File: config.mk
export PLATFORM = sky130hd
export DESIGN_NAME = exec_sequencer_flat
export DESIGN_NICKNAME = d
export VERILOG_FILES = /design/src/rtl/exec_sequencer_pkg.sv /design/src/rtl/exec_sequencer_if.sv /design/src/rtl/exec_sequencer.sv /design/src/flat_wrapper.sv
export SDC_FILE = /design/constraint.sdc
export NUM_CORES = 1
export LEC_CHECK = 0
export ABC_AREA = 1
export CAP_MARGIN = 10
export CORE_MARGIN = 5
export CORE_UTILIZATION = 45
export CTS_BUF_LIST = sky130_fd_sc_hd__clkbuf_4 sky130_fd_sc_hd__clkbuf_8 sky130_fd_sc_hd__clkbuf_16
export CTS_CLUSTER_DIAMETER = 60
export DETAILED_ROUTE_END_ITERATION = 16
export PLACE_DENSITY = 0.84
export SLEW_MARGIN = 15
export SYNTH_ARGS = -nofsm -noshare
export SYNTH_HDL_FRONTEND = slang
export SYNTH_SLANG_ARGS = --single-unit
export TNS_END_PERCENT = 1
File: constraint.sdc
create_clock -name clk -period 2.5 [get_ports clk]
set_clock_uncertainty 0.05 [all_clocks]
set_input_delay 0.25 -clock clk [delete_from_list [all_inputs] [get_ports clk]]
set_output_delay 0.25 -clock clk [all_outputs]
set_load 0.02 [all_outputs]
File: src/rtl/exec_sequencer_pkg.sv
// Shared definitions for the execute sequencer: ALU op codes,
// instruction field positions and FSM state encodings.
package exec_pkg;

  localparam logic [2:0] ALU_ADD = 3'd0;
  localparam logic [2:0] ALU_SUB = 3'd1;
  localparam logic [2:0] ALU_AND = 3'd2;
  localparam logic [2:0] ALU_OR  = 3'd3;
  localparam logic [2:0] ALU_XOR = 3'd4;
  localparam logic [2:0] ALU_NOT = 3'd5;
  localparam logic [2:0] ALU_SHL = 3'd6;
  localparam logic [2:0] ALU_SHR = 3'd7;

  localparam int HALT_BIT = 11;
  localparam int OP_MSB   = 10;
  localparam int OP_LSB   = 8;
  localparam int INSTR_W  = 12;

  typedef enum logic [2:0] {
    ST_IDLE   = 3'd0,
    ST_FETCH  = 3'd1,
    ST_DECODE = 3'd2,
    ST_EXEC   = 3'd3,
    ST_DONE   = 3'd4
  } state_e;

endpackage

File: src/rtl/exec_sequencer_if.sv
// ROM fetch bus plus ALU/accumulator control bus between the sequencer
// (master) and the program ROM / execute datapath (slave).
interface exec_sequencer_if #(parameter int ADDR_W = 4) ();
  logic [ADDR_W-1:0] instr_addr;
  logic [11:0]       instr_data;
  logic [7:0]        acc;
  logic [7:0]        alu_op1;
  logic [7:0]        alu_op2;
  logic [2:0]        alu_operation;
  logic              acc_load;

  modport master (
    output instr_addr, alu_op1, alu_op2, alu_operation, acc_load,
    input  instr_data, acc
  );

  modport slave (
    input  instr_addr, alu_op1, alu_op2, alu_operation, acc_load,
    output instr_data, acc
  );
endinterface

File: src/rtl/exec_sequencer.sv
// Control FSM that fetches, decodes and executes ALU instructions from a
// synchronous program ROM, one instruction every three cycles.
module exec_sequencer
  import exec_pkg::*;
#(
  parameter int ADDR_W = 4
) (
  input  logic              clk,
  input  logic              reset,
  input  logic              start,
  exec_sequencer_if.master  bus,
  output logic              busy,
  output logic              done,
  output logic [7:0]        instr_count
);

  localparam logic [2:0] S_IDLE   = 3'(ST_IDLE);
  localparam logic [2:0] S_FETCH  = 3'(ST_FETCH);
  localparam logic [2:0] S_DECODE = 3'(ST_DECODE);
  localparam logic [2:0] S_EXEC   = 3'(ST_EXEC);
  localparam logic [2:0] S_DONE   = 3'(ST_DONE);

  logic [2:0]        state;
  logic [ADDR_W-1:0] pc;
  // Halt flag is acted on in DECODE, so only op + immediate are held.
  logic [OP_MSB:0]   ir;
  logic [7:0]        cnt;

  // FSM plus PC / IR / instruction counter; PC stops at the last address.
  always_ff @(posedge clk or posedge reset) begin
    if (reset) begin
      state <= S_IDLE;
      pc    <= '0;
      ir    <= '0;
      cnt   <= '0;
    end else begin
      case (state)
        S_IDLE: begin
          if (start) begin
            pc    <= '0;
            ir    <= '0;
            cnt   <= '0;
            state <= S_FETCH;
          end
        end
        S_FETCH:  state <= S_DECODE;
        S_DECODE: begin
          ir    <= bus.instr_data[OP_MSB:0];
          state <= bus.instr_data[HALT_BIT] ? S_DONE : S_EXEC;
        end
        S_EXEC: begin
          if (cnt != 8'hFF) cnt <= cnt + 8'd1;
          if (pc == '1) begin
            state <= S_DONE;
          end else begin
            pc    <= pc + 1'b1;
            state <= S_FETCH;
          end
        end
        S_DONE:  state <= S_IDLE;
        default: state <= S_IDLE;
      endcase
    end
  end

  assign bus.instr_addr    = pc;
  assign bus.alu_op1       = bus.acc;
  assign bus.alu_op2       = ir[7:0];
  assign bus.alu_operation = ir[OP_MSB:OP_LSB];
  assign bus.acc_load      = (state == S_EXEC);
  assign busy              = (state == S_FETCH) || (state == S_DECODE) || (state == S_EXEC);
  assign done              = (state == S_DONE);
  assign instr_count       = cnt;

endmodule

File: src/flat_wrapper.sv
// flat-port wrapper written by rule: the top's interface ports become plain ports
module exec_sequencer_flat import exec_pkg::*;
#(
  parameter int ADDR_W = 4
)
  (clk, reset, start, busy, done, instr_count, bus_instr_addr, bus_alu_op1, bus_alu_op2, bus_alu_operation, bus_acc_load, bus_instr_data, bus_acc);
  exec_sequencer_if #(.ADDR_W(ADDR_W)) bus_i ();
  input  logic clk;
  input  logic reset;
  input  logic start;
  output logic busy;
  output logic done;
  output logic [7:0] instr_count;
  output wire logic [$bits(bus_i.instr_addr)-1:0] bus_instr_addr;
  output wire logic [$bits(bus_i.alu_op1)-1:0] bus_alu_op1;
  output wire logic [$bits(bus_i.alu_op2)-1:0] bus_alu_op2;
  output wire logic [$bits(bus_i.alu_operation)-1:0] bus_alu_operation;
  output wire logic [$bits(bus_i.acc_load)-1:0] bus_acc_load;
  input wire logic [$bits(bus_i.instr_data)-1:0] bus_instr_data;
  input wire logic [$bits(bus_i.acc)-1:0] bus_acc;
  assign bus_instr_addr = bus_i.instr_addr;
  assign bus_alu_op1 = bus_i.alu_op1;
  assign bus_alu_op2 = bus_i.alu_op2;
  assign bus_alu_operation = bus_i.alu_operation;
  assign bus_acc_load = bus_i.acc_load;
  assign bus_i.instr_data = bus_instr_data;
  assign bus_i.acc = bus_acc;
  exec_sequencer #(.ADDR_W(ADDR_W)) u_core (.clk(clk), .reset(reset), .start(start), .bus(bus_i), .busy(busy), .done(done), .instr_count(instr_count));
endmodule
==> key figures <==
Logic synthesis
  – Count of different cell masters after synthesis: 24
  – Top cells by area, synth: dfrtp_1, nand2_1, nand3_1
  – Post-Syn Instances: 169
  – Post-synth top area share: 48.0%
  – Yosys warns: 0
  – Mapped Area: 0.00136 sq mm
  – Mapped Nets: 194
  – Synthesized area per cell: 8.02 sq um
  – Synth Register Bits: 26
  – Sequential area share after synthesis: around half
  – Largest area contributor in the netlist: dfrtp_1

Worst setup path
  – R2r startpoint: u_core.state[0]
  – CP Buf/Inv Count: 2
  – Crit. End Element: output port
  – CP delay by family, top: buffers and inverters
  – R2R Setup Slk: 810 ps
  – Worst R2R Path Depth: 6
  – CP arrival: 1860 ps
  – Startpoint class of the critical path: register
  – Slowest cell on the critical path: clkdlybuf4s50_1
  – Crit-path cells: nand3_2, clkinv_1, clkdlybuf4s50_1
  – R2r endpoint: u_core.instr_count[7]
  – CP required: 2200 ps
  – Max incr delay on CP: 650 ps
  – Worst Path Max Fanout: 12
  – Kind of critical path: reg2out

Power
  – Pwr dens: 926 mW/mm^2
  – Max VDD drop: roughly 400 uV
  – Leak: between 0.8 and 0.9 nW

Clock network
  – CTS Hold Buffers Added: 0
  – Reg clk slew, reported paths: 140 ps
  – CTS root buffer: clkbuf_4
  – CTS H-tree lvls: 1
  – CTS Buf Count: 3
  – Post-CTS sizing: 0
  – Setup Buffers After CTS: 0
  – Num Clock Sinks: 26
  – CTS tree: built
  – Worst-Skew Late Latency: slightly above 300 ps
  – Clock tree buffer depth: 2

Timing
  – Rel. slew slack: a little over two thirds
  – Max Fclk: between 0.4 and 0.5 GHz
  – Setup tns final: 0 ps
  – # setup viols final: 0
  – Slew Limit Fails: 0
  – RSZ-0062 raised after global routing: no
  – Setup ws final: 336 ps
  – Worst-Margin Slew: 448 ps
  – Final period util: 86.6%
  – Final Hold Vio Count: 0
  – Minimum clock period: approximately 2200 ps

Die
  – Core area: 0.00298 sq mm
  – Row cnt: 20
  – Die Height: 64.9 um
  – DIE AREA: around 0.0042 sq mm
  – Die W: 64.9 um
  – Initial Util: 45.5%
  – Top-level I/O count: 57

Status
  – Status: completed

Cells and area
  – Final #Nets: 228
  – Layout cells sized above 1: between 8 and 9%
  – Fill count: 280
  – Storage cell area: 651 sq um
  – Layout Cells excl Fill: 235
  – Multi-input combinational cell area: 549 sq um
  – Ant. Diodes: 0
  – Synth-to-layout area growth: 28.8%

Detailed routing
  – Drt initial violations: 77
  – DRT Pass-1 Iters: 4
  – Detailed-route via count: between 1000 and 1500
  – Vias per std cell: 4.95
  – Post-route ant nets: 0
  – Residual DRC count: 0
  – Routed len/inst: ~11 um
  – WL final: 2630 um

Global routing
  – First-pass GRT wire length: between 4000 and 5000 um
  – Total track usage: 13.5%
  – Largest net degree at the start of global routing: 27
  – Antenna violations before repair: 0
  – Remaining Overflow, GRT: 0
  – Number of global-route vias before repair: slightly above 1000

Place
  – Hpwl dp: 2030 um
  – Placer Congestion: between 0.8 and 0.9
  – Placed Instances: roughly 230
  – DP Worst Slack: about 660 ps
  – IO Port Bufs: 40

Flow run
  – MaxCap Viol Count: 0

Hold path
  – Hold WC Path Type: in2async
==> per-stage QoR <==
| stage | total power [mW] | hold slack (ps) | cell area, sq um | utilization, % |
|---|---|---|---|---|
| floorplan | 1.16 | 240 | 1360 | - |
| CTS | 1.64 | 230 | 1750 | 58.6 |
| global placement | 1.42 | 432 | 1710 | 57.4 |
| detailed placement | 1.43 | 437 | 1710 | 57.4 |
| finish | 1.62 | 215 | 1750 | 58.6 |
| global route | 1.75 | 237 | 1750 | 58.6 |
==> worst reg2reg max path, stage by stage (launching register included) <==
cell and delay [ps]:
dfrtp_1 460, nor2_2 160, nand3_1 340, nand2_1 210, nand2_2 180, nand2_1 100
o21ai_0 80
==> power breakdown <==
| part | switching (mW) | leakage, nW | internal (mW) |
|---|---|---|---|
| clock network | 0.116 | 0.0210 | 0.0888 |
| logic | 0.450 | 0.457 | 0.326 |
| registers | 0.102 | 0.347 | 0.534 |
| total | 0.668 | 0.825 | 0.949 |
==> logic make-up after synthesis <==
kind of cell	synth area share, %
and+or+nand+nor	30.8
DFF	48.0
buffers and inverters	11.4
AOI/OAI and AO/OA	7.85
adders and majority gates	1.85
==> cells in the mapped netlist, drive strengths merged <==
cell type / number
inv: 13
nor3: 1
nand3: 26
o21bai: 1
o21ai: 13
nor2: 10
nand4: 1
or2: 2
clkinv: 1
o31ai: 2
dfrtp: 26
buf: 12
a21o: 1
clkbuf: 1
nand2: 57
ha: 2
==> metal layers <==
| metal | vias up | track usage (%) | share of wire, % |
|---|---|---|---|
| met5 | - | 0 | 0 |
| met4 | 0 | 4.22 | 0.61 |
| met3 | 2 | 3.99 | 7.6 |
| met2 | 32 | 23.0 | 47 |
| met1 | 522 | 16.3 | 45 |
| li1 | 607 | - | - |
==> placed cells by master, fill, tap and decap left out, drive strengths merged <==
cell type       n
nand2          57
clkdlybuf4s50  40
dfrtp          26
nand3          26
inv            13
o21ai          13
nor2           10
clkbuf          4
or2             2
o31ai           2
ha              2
buf             2
clkinv          1
o21bai          1
a21o            1
nor3            1
nand4           1
==> flip-flops by register name, indices dropped and copies added, names as in the netlist <==
| register | flops |
|---|---|
| u_core.bus.instr_addr | 4 |
| u_core.instr_count | 8 |
| u_core.ir | 11 |
| u_core.state | 3 |
==> worst max path at each step <==
stage,endpoint,startpoint,slack (ps),depth (start not counted)
after floorplan,u_core.instr_count[3],u_core.instr_count[1],1060,8
after global placement,bus_acc_load,u_core.state[1],710,3
after detailed placement,u_core.instr_count[7],start,660,6
after CTS,bus_acc_load,u_core.state[1],330,3
after global routing,bus_acc_load,u_core.state[1],220,3
final,bus_acc_load,u_core.state[1],340,3
==> final cells by class <==
| type | instances | share of cell area (%) |
|---|---|---|
| Multi-Input combinational cell | 116 | 31.5 |
| Tap cell | 33 | 2.37 |
| Inverter | 14 | 3.01 |
| Clock buffer | 4 | 2.08 |
| Sequential cell | 26 | 37.3 |
| Timing Repair Buffer | 42 | 23.8 |
(Power assumes the default switching activity.)
==> patch, RTL diff (config.mk and constraints unchanged) <==
`ADDR_W` is set to 4 in 3 places; all go to 5.
--- a/src/rtl/exec_sequencer_if.sv
+++ b/src/rtl/exec_sequencer_if.sv
@@ -2,3 +2,3 @@
 // (master) and the program ROM / execute datapath (slave).
-interface exec_sequencer_if #(parameter int ADDR_W = 4) ();
+interface exec_sequencer_if #(parameter int ADDR_W = 5) ();
   logic [ADDR_W-1:0] instr_addr;
--- a/src/rtl/exec_sequencer.sv
+++ b/src/rtl/exec_sequencer.sv
@@ -5,3 +5,3 @@
 #(
-  parameter int ADDR_W = 4
+  parameter int ADDR_W = 5
 ) (
--- a/src/flat_wrapper.sv
+++ b/src/flat_wrapper.sv
@@ -3,3 +3,3 @@
 #(
-  parameter int ADDR_W = 4
+  parameter int ADDR_W = 5
 )
Interface: changed (resized bus_instr_addr); port bits go from 57 to 58. No check against the original RTL was run, so the function may have changed too.
==> patch against the unedited design <==
Core utilization increased by 1.6 points; routed wire length increased by 7.6%; worst setup slack improved by 0.17 ns; synthesized cell count increased by 4.7%; clock power decreased by 9%; critical path depth increased by 1; final area increased by 4.5%; critical path type unchanged; total power decreased by 4.6%; combinational power decreased by 5.2%; largest power group unchanged; cell count increased by 8.5%; area after synthesis increased by 4.1%; sequential cell count increased by 1.
==> patch: results <==
[run_status]
status = complete, no violations

[place]
placed_cell_area_um2 = 1797
portBuffers = 41
dp_worst_setup_slack_ns = 0.6607
place_congestion = 0.8314
dp_cells = 251
hpwl_mm = 2.152

[logic_synthesis]
synth-seq-area-share = 0.4791
synth.cells.most_frequent = 64 x nand2_1, 27 x dfrtp_1, 25 x nand3_1, 12 x inv_1, 11 x nor2_1
postSynthCellCount = 177
synth_area_leaders = dfrtp_1 48%, nand2_1 17%, nand3_1 8.9%

[critical_path]
r2r_start = u_core.state[1]
crit_arrival_ns = 1.70
critPathMaxFanout = 4
r2r-end = u_core.bus.instr_addr[0]

[power]
ir_worst_vdd_uv = 569.3
leakagePower_nw = 0.8696

[layout]
layout-drive-gt1-share = 0.08057
n_fill_cell = 273
nNetsFinal = 238

[global_route]
grt_max_degree = 28
grt_pass1_wl_mm = 4.954

[timing]
period_minus_slack_ns = 1.999
worst_pin_slew_ns = 0.4621

[route]
drtIter0Drc = 85
viasPerCell = 4.729
drt-total-wl_mm = 2.825
dr_total_vias = 1206
## patch: worst max path at each step
stage | startpoint | to | cells after the start
2_1_floorplan | u_core.bus.instr_addr[0] | u_core.bus.instr_addr[3] | 9
3_3_place_gp | start | u_core.instr_count[7] | 6
3_5_place_dp | start | u_core.instr_count[7] | 6
4_1_cts | u_core.state[0] | done | 4
5_1_grt | u_core.state[1] | done | 4
6_report | u_core.state[1] | done | 4
## patch: power by group
part	switching, mW	internal, mW	leakage [nW]
sequential	0.0809	0.540	0.362
combinational	0.437	0.299	0.490
clock	0.126	0.0599	0.0177
## patch: worst max-delay path, cell delays in order, from the launching register on
cell and delay (ns):
dfrtp_1 0.45, nor2_2 0.16, inv_1 0.07, nor2_1 0.09, clkdlybuf4s50_1 0.61
## patch: area by class of cell
| cell class | count | area, µm² | share of cell area |
|---|---|---|---|
| Tap cell | 44 | 55.05 | 0.03018 |
| Sequential cell | 27 | 675.6 | 0.3704 |
| Timing Repair Buffer | 43 | 425.4 | 0.2332 |
| Inverter | 13 | 48.80 | 0.02675 |
| Clock buffer | 3 | 22.52 | 0.01235 |
| Clock inverter | 1 | 5.005 | 0.002743 |
| Multi-Input combinational cell | 124 | 591.8 | 0.3244 |
## patch: cell families (layout without fill, tap and decap cells)
logic type / Yosys count / count (layout) / share of synthesized area
AND/OR/NAND/NOR: 108 / 108 / 0.3310
flip-flops: 27 / 27 / 0.4791
buffers and inverters: 26 / 60 / 0.1011
AO/OA/AOI/OAI: 12 / 12 / 0.05590
adder cells (fa/ha/maj): 3 / 3 / 0.02662
XOR/XNOR: 1 / 1 / 0.006212
## patch: layer usage
layer	global-route usage	part of all wire
met5	0	0
met4	0.03046	0.0060
met3	0.03741	0.079
met2	0.2428	0.48
met1	0.1839	0.44
